==> src/rtl/dmem_arbiter.sv <==
// rtl/dmem_arbiter.sv - two-port data-memory arbiter with in-order read return
//
// Shares one data-memory port between port 0 (CPU LSU) and port 1 (aux master).
// Port 0 has priority. Port 1 is forced a grant once it has been denied
// STARVE_LIMIT consecutive cycles. Read data comes back on the port that issued
// the read, READ_LATENCY cycles after the grant. Responses return in issue order.
//
// Optional macro DMEM_ARB_LOCK_EN: adds p1_lock_i, which lets port 1 hold the
// memory for up to LOCK_MAX cycles. A forced lock exit is followed by one
// cooldown cycle in which port 1 cannot relock.
//
// Ports:
//   clk_i, rst_i                   clock, asynchronous active-low reset
//   pN_req_i/we_i/addr_i/wdata_i/be_i   request side of port N (0, 1)
//   pN_gnt_o                       port N accepted this cycle (combinational)
//   pN_rvalid_o/rdata_o            read response of port N
//   p1_lock_i                      port 1 lock request (DMEM_ARB_LOCK_EN only)
//   mem_en_o/we_o/addr_o/wdata_o/be_o   memory request (mux of the winner)
//   mem_rdata_i                    memory read data, valid READ_LATENCY after issue
module dmem_arbiter #(
  parameter int XLEN         = 32,
  parameter int READ_LATENCY = 1,
  parameter int STARVE_LIMIT = 8
`ifdef DMEM_ARB_LOCK_EN
  , parameter int LOCK_MAX   = 16
`endif
) (
  input  logic              clk_i,
  input  logic              rst_i,
  input  logic              p0_req_i,
  input  logic              p0_we_i,
  input  logic [XLEN-1:0]   p0_addr_i,
  input  logic [XLEN-1:0]   p0_wdata_i,
  input  logic [XLEN/8-1:0] p0_be_i,
  output logic              p0_gnt_o,
  output logic              p0_rvalid_o,
  output logic [XLEN-1:0]   p0_rdata_o,
  input  logic              p1_req_i,
  input  logic              p1_we_i,
  input  logic [XLEN-1:0]   p1_addr_i,
  input  logic [XLEN-1:0]   p1_wdata_i,
  input  logic [XLEN/8-1:0] p1_be_i,
  output logic              p1_gnt_o,
  output logic              p1_rvalid_o,
  output logic [XLEN-1:0]   p1_rdata_o,
`ifdef DMEM_ARB_LOCK_EN
  input  logic              p1_lock_i,
`endif
  output logic              mem_en_o,
  output logic              mem_we_o,
  output logic [XLEN-1:0]   mem_addr_o,
  output logic [XLEN-1:0]   mem_wdata_o,
  output logic [XLEN/8-1:0] mem_be_o,
  input  logic [XLEN-1:0]   mem_rdata_i
);

  logic [7:0] starve_q, starve_d;
  logic       starved;
  logic       lock_hold;

  // Read return pipeline: valid bit and owner (1 = port 1) per stage.
  logic [READ_LATENCY-1:0] rd_vld_q, rd_vld_d;
  logic [READ_LATENCY-1:0] rd_own_q, rd_own_d;
  logic [XLEN-1:0]         p0_rdata_q, p0_rdata_d;
  logic [XLEN-1:0]         p1_rdata_q, p1_rdata_d;

  assign starved = (starve_q == 8'(STARVE_LIMIT));

`ifdef DMEM_ARB_LOCK_EN
  typedef enum logic [1:0] {UNLOCKED, LOCKED, COOLDOWN} lock_state_e;
  lock_state_e state_q, state_d;
  logic [15:0] lock_cnt_q, lock_cnt_d;

  // Dropping p1_lock_i releases the memory in the same cycle.
  assign lock_hold = (state_q == LOCKED) && p1_lock_i;
`else
  assign lock_hold = 1'b0;
`endif

  // Grant is gated by reset so nothing reaches memory while rst_i is low.
  always_comb begin
    p0_gnt_o = 1'b0;
    p1_gnt_o = 1'b0;
    if (rst_i) begin
      if (lock_hold) begin
        p1_gnt_o = p1_req_i;
      end else if (p1_req_i && (!p0_req_i || starved)) begin
        p1_gnt_o = 1'b1;
      end else begin
        p0_gnt_o = p0_req_i;
      end
    end
  end

  always_comb begin
    mem_en_o    = p0_gnt_o | p1_gnt_o;
    mem_we_o    = 1'b0;
    mem_addr_o  = '0;
    mem_wdata_o = '0;
    mem_be_o    = '0;
    if (p1_gnt_o) begin
      mem_we_o    = p1_we_i;
      mem_addr_o  = p1_addr_i;
      mem_wdata_o = p1_wdata_i;
      mem_be_o    = p1_be_i;
    end else if (p0_gnt_o) begin
      mem_we_o    = p0_we_i;
      mem_addr_o  = p0_addr_i;
      mem_wdata_o = p0_wdata_i;
      mem_be_o    = p0_be_i;
    end
  end

  always_comb begin
    starve_d = 8'd0;
    if (p1_req_i && !p1_gnt_o) begin
      starve_d = starved ? starve_q : starve_q + 8'd1;
    end
  end

  always_comb begin
    rd_vld_d    = '0;
    rd_own_d    = '0;
    rd_vld_d[0] = (p0_gnt_o && !p0_we_i) || (p1_gnt_o && !p1_we_i);
    rd_own_d[0] = p1_gnt_o;
    for (int i = 1; i < READ_LATENCY; i++) begin
      rd_vld_d[i] = rd_vld_q[i-1];
      rd_own_d[i] = rd_own_q[i-1];
    end
  end

  assign p0_rvalid_o = rd_vld_q[READ_LATENCY-1] && !rd_own_q[READ_LATENCY-1];
  assign p1_rvalid_o = rd_vld_q[READ_LATENCY-1] &&  rd_own_q[READ_LATENCY-1];

  // Memory data passes straight through on the owner's port; the other port
  // keeps presenting the last data it received.
  assign p0_rdata_d = p0_rvalid_o ? mem_rdata_i : p0_rdata_q;
  assign p1_rdata_d = p1_rvalid_o ? mem_rdata_i : p1_rdata_q;
  assign p0_rdata_o = p0_rdata_d;
  assign p1_rdata_o = p1_rdata_d;

`ifdef DMEM_ARB_LOCK_EN
  // lock_cnt counts cycles spent owning the memory, including the grant that
  // took the lock.
  always_comb begin
    state_d    = state_q;
    lock_cnt_d = lock_cnt_q;
    case (state_q)
      UNLOCKED: begin
        if (p1_gnt_o && p1_lock_i) begin
          lock_cnt_d = 16'd1;
          state_d    = (16'(LOCK_MAX) <= 16'd1) ? COOLDOWN : LOCKED;
        end
      end
      LOCKED: begin
        if (!p1_lock_i) begin
          state_d    = UNLOCKED;
          lock_cnt_d = 16'd0;
        end else begin
          lock_cnt_d = lock_cnt_q + 16'd1;
          if (lock_cnt_d >= 16'(LOCK_MAX)) begin
            state_d    = COOLDOWN;
            lock_cnt_d = 16'd0;
          end
        end
      end
      COOLDOWN: state_d = UNLOCKED;
      default:  state_d = UNLOCKED;
    endcase
  end

  always_ff @(posedge clk_i or negedge rst_i) begin
    if (!rst_i) begin
      state_q    <= UNLOCKED;
      lock_cnt_q <= 16'd0;
    end else begin
      state_q    <= state_d;
      lock_cnt_q <= lock_cnt_d;
    end
  end
`endif

  always_ff @(posedge clk_i or negedge rst_i) begin
    if (!rst_i) begin
      starve_q   <= 8'd0;
      rd_vld_q   <= '0;
      rd_own_q   <= '0;
      p0_rdata_q <= '0;
      p1_rdata_q <= '0;
    end else begin
      starve_q   <= starve_d;
      rd_vld_q   <= rd_vld_d;
      rd_own_q   <= rd_own_d;
      p0_rdata_q <= p0_rdata_d;
      p1_rdata_q <= p1_rdata_d;
    end
  end

endmodule

==> config.mk <==
export PLATFORM = sky130hd
export DESIGN_NAME = dmem_arbiter
export DESIGN_NICKNAME = d
export VERILOG_FILES = /design/src/rtl/dmem_arbiter.sv
export SDC_FILE = /design/constraint.sdc
export NUM_CORES = 1
export LEC_CHECK = 0
export CORE_AREA = 2 2 120 122
export DETAILED_ROUTE_END_ITERATION = 12
export DIE_AREA = 0 0 122 124
export HOLD_SLACK_MARGIN = 0.06
export PLACE_DENSITY = 0.7
export SETUP_SLACK_MARGIN = 0.5
export SLEW_MARGIN = 15
export SYNTH_ARGS = -nofsm -noshare
export SYNTH_HDL_FRONTEND = slang
export SYNTH_SLANG_ARGS = --single-unit
==> constraint.sdc <==
create_clock -name clk_i -period 7 [get_ports clk_i]
set_clock_uncertainty 0.2 [all_clocks]
set_input_delay 1.4 -clock clk_i [delete_from_list [all_inputs] [get_ports clk_i]]
set_output_delay 1.4 -clock clk_i [all_outputs]
set_load 0.005 [all_outputs]
### After elaboration in Yosys (flattened, before gate mapping)

Cells that the tools add are included.

* multiplexer cells: 16
* order comparisons: 0
* multiply operators: 0
* reduce and logical (&&, ||, !) cells: 13
* shifts and indexed selects: 0
* bitwise logic cells: 1
* div/mod/pow operators: 0
* eq/ne operators: 2
* $add $sub $neg: 1

Operators by type and width (count)
* $mux 32: 6
* $mux 8: 2
* $add 8x1->8 const B: 1
* $eq 8x4->1 const B: 1
* $mux 4: 2
* $logic_and 1x1->1: 6
* $mux 1: 6
* $logic_not 1->1: 5
* $logic_or 1x1->1: 2
* $ne 2x2->1 const B: 1
* $or 1x1->1: 1

* memory bits (read-only): 0
* output and inout bits: 138
* latch bits: 0
* bits in writable memories: 0
* register bits: 74
* memories: 0
* logic and storage cells: 38
* input bits: 174

### Logic depth before layout (Yosys ltp)

* word-level depth: 8
* mapped depth: 7
* mapped depth without buffers: 5

### Least setup slack after synthesis

OpenSTA, ideal clock, no wires.

* path type: input to output
* start: in rst_i
* end: out mem_addr_o[0]
* slack: 2.831 ns
* stages: 5
* arrival time: 2.569 ns
* path buffers: 2
* cells stage by stage: clkbuf_1 nand2_1 a31oi_1 clkbuf_1 a32o_1

* word-level cells in the longest chain between the ends: 3

Ends and longest elaborated chain
* start, declared: RTL line 29 `input logic rst_i,`
* $mux 1: RTL line 84 `if (rst_i) begin`
* $mux 32: RTL line 106 `end else if (p0_gnt_o) begin`
* $mux 32 *: RTL line 101 `if (p1_gnt_o) begin`
* end, declared: RTL line 51 `output logic [XLEN-1:0] mem_addr_o,`

Mark *: on every way between the ends. The rest lies on a longest branch, timed or not.

### Worst setup path in the final report

* start: in p1_req_i
* end: out mem_addr_o[21]

* word-level cells in the longest chain between the ends: 5

Ends and longest elaborated chain
* start, declared: RTL line 38 `input logic p1_req_i,`
* $logic_and 1x1->1 *: RTL line 87 `end else if (p1_req_i && (!p0_req_i || starved)) begin`
* $mux 1: RTL line 87
* $mux 1: RTL line 84
* $mux 32: RTL line 106
* $mux 32 *: RTL line 101

Marked as above.

==> summary.md <==
| Metric | Value |
|---|---|
| Area of placed instances | `7020 um^2` |
| HP Class | `reg2reg` |
| Netlist Area Pre-Place | `3730 um^2` |
| Area contributors post-synth | `dfrtp_1, mux2_2, a32o_1` |
| Final nets | `763` |
| Critical path data required time | `between 5 and 6 ns` |
| Hpwl dp | `14200 um` |
| Critical Path AT | `between 4 and 5 ns` |
| Clock Path Buffers | `2` |
| First-pass GRT wire length | `25100 um` |
| Hold Vio Cnt, Final | `0` |
| Primary FF master, synth | `dfrtp_1` |
| PwrDens | `216 nW/um^2` |
| Crit path depth | `6` |
| Final WL | `roughly 18000 um` |
| Top cell by count, worst path | `clkdlybuf4s50_1` |
| Largest net degree at the start of global routing | `between 60 and 70` |
| I/O Pins | `312` |
| Hold_ws | `about 0.3 ns` |
| CP Capture Type | `output port` |
| Slew HR | `0.262` |
| WL per Instance | `23.4 um` |
| RSZ-0062 raised after global routing | `no` |
| Hold path depth | `1` |
| Seq cells post-synth | `74` |
| Syn avg cell area | `12.9 um^2` |
| Clk root buf | `clkbuf_16` |
| Pre-CTS setup slack | `about 1.3 ns` |
| Port Buf Inserts | `311` |
| Via density per instance | `roughly 5.2` |
| CTS HTree Levels | `3` |
| Status | `completed` |
| Die area | `between 15000 and 20000 um^2` |
| Drt drc | `0` |
| Post-cts resize count | `0` |
| Cell taking the most area after synthesis | `dfrtp_1` |
| Critical Path Start Type | `input pin` |
| ANT nets after route | `0` |
| CTS tree | `done` |
| Max Fanout on Critical Path | `between 60 and 70` |
| Crit-path max cell delay | `just under 0.6 ns` |
| Core Box Area | `between 10000 and 15000 um^2` |
| Synth Warn # | `0` |
| Worst path cell trace | `clkdlybuf4s50_1 > clkinv_1 > nor2_4 > buf_4 > a32o_1 > clkdlybuf4s50_1` |
| FP Rows | `between 40 and 50` |
| Vias in the first global route | `approximately 4100` |
| Die height | `124 um` |
| Kind of critical path | `in2out` |
| Area delta synth->final | `96.9%` |
| Setup tns final | `0 ns` |
| Fmax | `roughly 180 MHz` |
| Final worst path period share | `0.812` |
| Leak | `2.80 nW` |
| Peak VDD IR | `roughly 0.00010 V` |
| Final Wtd Congestion | `approximately 0.95` |
| Clock-pin transition on the worst setup and hold timing paths | `~0.06 ns` |
| Syn_nets | `approximately 470` |
| CP bufs+invs | `4` |
| Worst Tran Pin Value | `around 1.1 ns` |
| Post-CTS setup buffers | `0` |
| Die width | `roughly 120 um` |
| Iter 0 DRT Violations | `slightly above 200` |
| Total global routing overflow | `0` |
| EDFF count, synth | `0` |
| Setup violations, final | `0` |
| Post-synth cell types | `33` |
| Vias after detailed routing | `about 4000` |
| Post-Syn Instances | `290` |
| Max_cap viols | `0` |
| Met1 wire length | `approximately 7600 um` |
| Met3 WL | `1690 um` |
| Post-synthesis sequential area ratio | `0.496` |
| Crit path time final | `about 5.7 ns` |
| Initial antenna violation count | `4` |
| Post-synth ARST share | `1.00` |
| Layout Utilization | `0.535` |
| FF-to-FF path depth | `4` |
| Final Cell Area | `around 7300 um^2` |
| Crit path max-delay family | `buffers and inverters` |
| Max Slew Vio Count | `0` |
| Total GRT Usage | `0.229` |
| Layout cell share with drive strength beyond 1 | `0.152` |
| Drt pass-1 iters | `7` |
| Slowest CP cell | `clkdlybuf4s50_1` |
| Final setup margin | `approximately 1.3 ns` |
| Starting density of the core | `0.272` |
| Post-CTS Hold Buffers | `0` |
| Clock Sinks | `74` |
| Metal2 WL | `8490 um` |
| Synth cell count leaders | `dfrtp_1, a32o_1, mux2_2` |
| Worst skew pair latency | `0.33 ns` |
| Number of CTS-inserted buffers | `9` |
| Top-area cell type share of the netlist area | `0.496` |
| Top Metal Used | `met5` |
| Most common cell in the netlist | `dfrtp_1` |
[area by class of cell]
cell class | count | area (um^2)
Clock inverter | 6 | 90.1
Sequential cell | 74 | 1850
Fill cell | 1174 | 6380
Multi-Input combinational cell | 177 | 1750
Inverter | 9 | 33.8
Timing Repair Buffer | 316 | 3160
Antenna cell | 3 | 7.51
Clock buffer | 10 | 229
Tap cell | 180 | 225
[per-layer routing]
layer  global-route usage  vias up
li1                     -     1778
met1                0.283     1995
met2                0.380      232
met3               0.0760       25
met4               0.0690        2
met5                    0        -
[where the power goes]
part           internal [mW]  switching, mW  leakage [nW]
clock network          0.313          0.178         0.153
registers              0.517         0.0221         0.882
logic                  0.365          0.188          1.76
[sequential cells by signal (all words and copies together), names as in the netlist]
name / count
starve_q: 8
p0_rdata_q: 32
rd_vld_q: 1
rd_own_q: 1
p1_rdata_q: 32
[cells in the final DEF, fill, tap and decap left out, drive strengths merged]
cell type        n
buf              6
clkbuf          10
clkinvlp         1
dfrtp           74
a21oi            2
nor2             1
nand3b           1
a211oi           2
diode            3
and2             1
nor4             1
or3              3
a221oi           4
bufinv           2
nor3             1
a211o            1
xor2             2
and3b            1
clkdlybuf4s50  310
a2111oi          1
a32o            70
o221ai           1
inv              9
nand4            1
or4              1
ha               2
nand2b           1
o21ai            5
clkinv           3
o21a             1
nand2            4
nand3            5
mux2            64
a31oi            1
[stage by stage]
| stage | power [mW] | cells |
|---|---|---|
| 2_1_floorplan | 0.713 | 290 |
| 3_3_place_gp | 1.09 | 756 |
| 3_5_place_dp | 1.10 | 756 |
| 4_1_cts | 1.60 | 772 |
| 5_1_grt | 1.66 | 775 |
| 6_report | 1.58 | 775 |
[kinds of logic (layout without fill, tap and decap cells)]
group | count (synthesis) | in the layout | share of synthesized area
simple gates | 21 | 21 | 0.0322
xor+xnor | 2 | 2 | 0.00470
mux | 64 | 64 | 0.193
flops | 74 | 74 | 0.496
buf+inv | 39 | 341 | 0.0443
fa+ha+maj | 2 | 2 | 0.00671
compound gates | 88 | 88 | 0.222
other cells | 0 | 3 | 0
[path summary, 6_finish.rpt]
kind                                          startpoint                  endpoint  slack [ns]
worst max register to register   starve_q[4]$_DFFE_PN0P_        rd_vld_q$_DFF_PN0_        4.35
max in group asynchronous                          rst_i   p1_rdata_q[4]$_DFF_PN0_        4.80
worst min register to register  p1_rdata_q[26]$_DFF_PN0_  p1_rdata_q[26]$_DFF_PN0_        0.29
worst max-delay path                            p1_req_i            mem_addr_o[21]        1.31
worst min-delay path            p1_rdata_q[26]$_DFF_PN0_  p1_rdata_q[26]$_DFF_PN0_        0.29
min in group asynchronous                          rst_i        rd_vld_q$_DFF_PN0_        0.75
No activity file was read; power rests on OpenSTA's default activity.
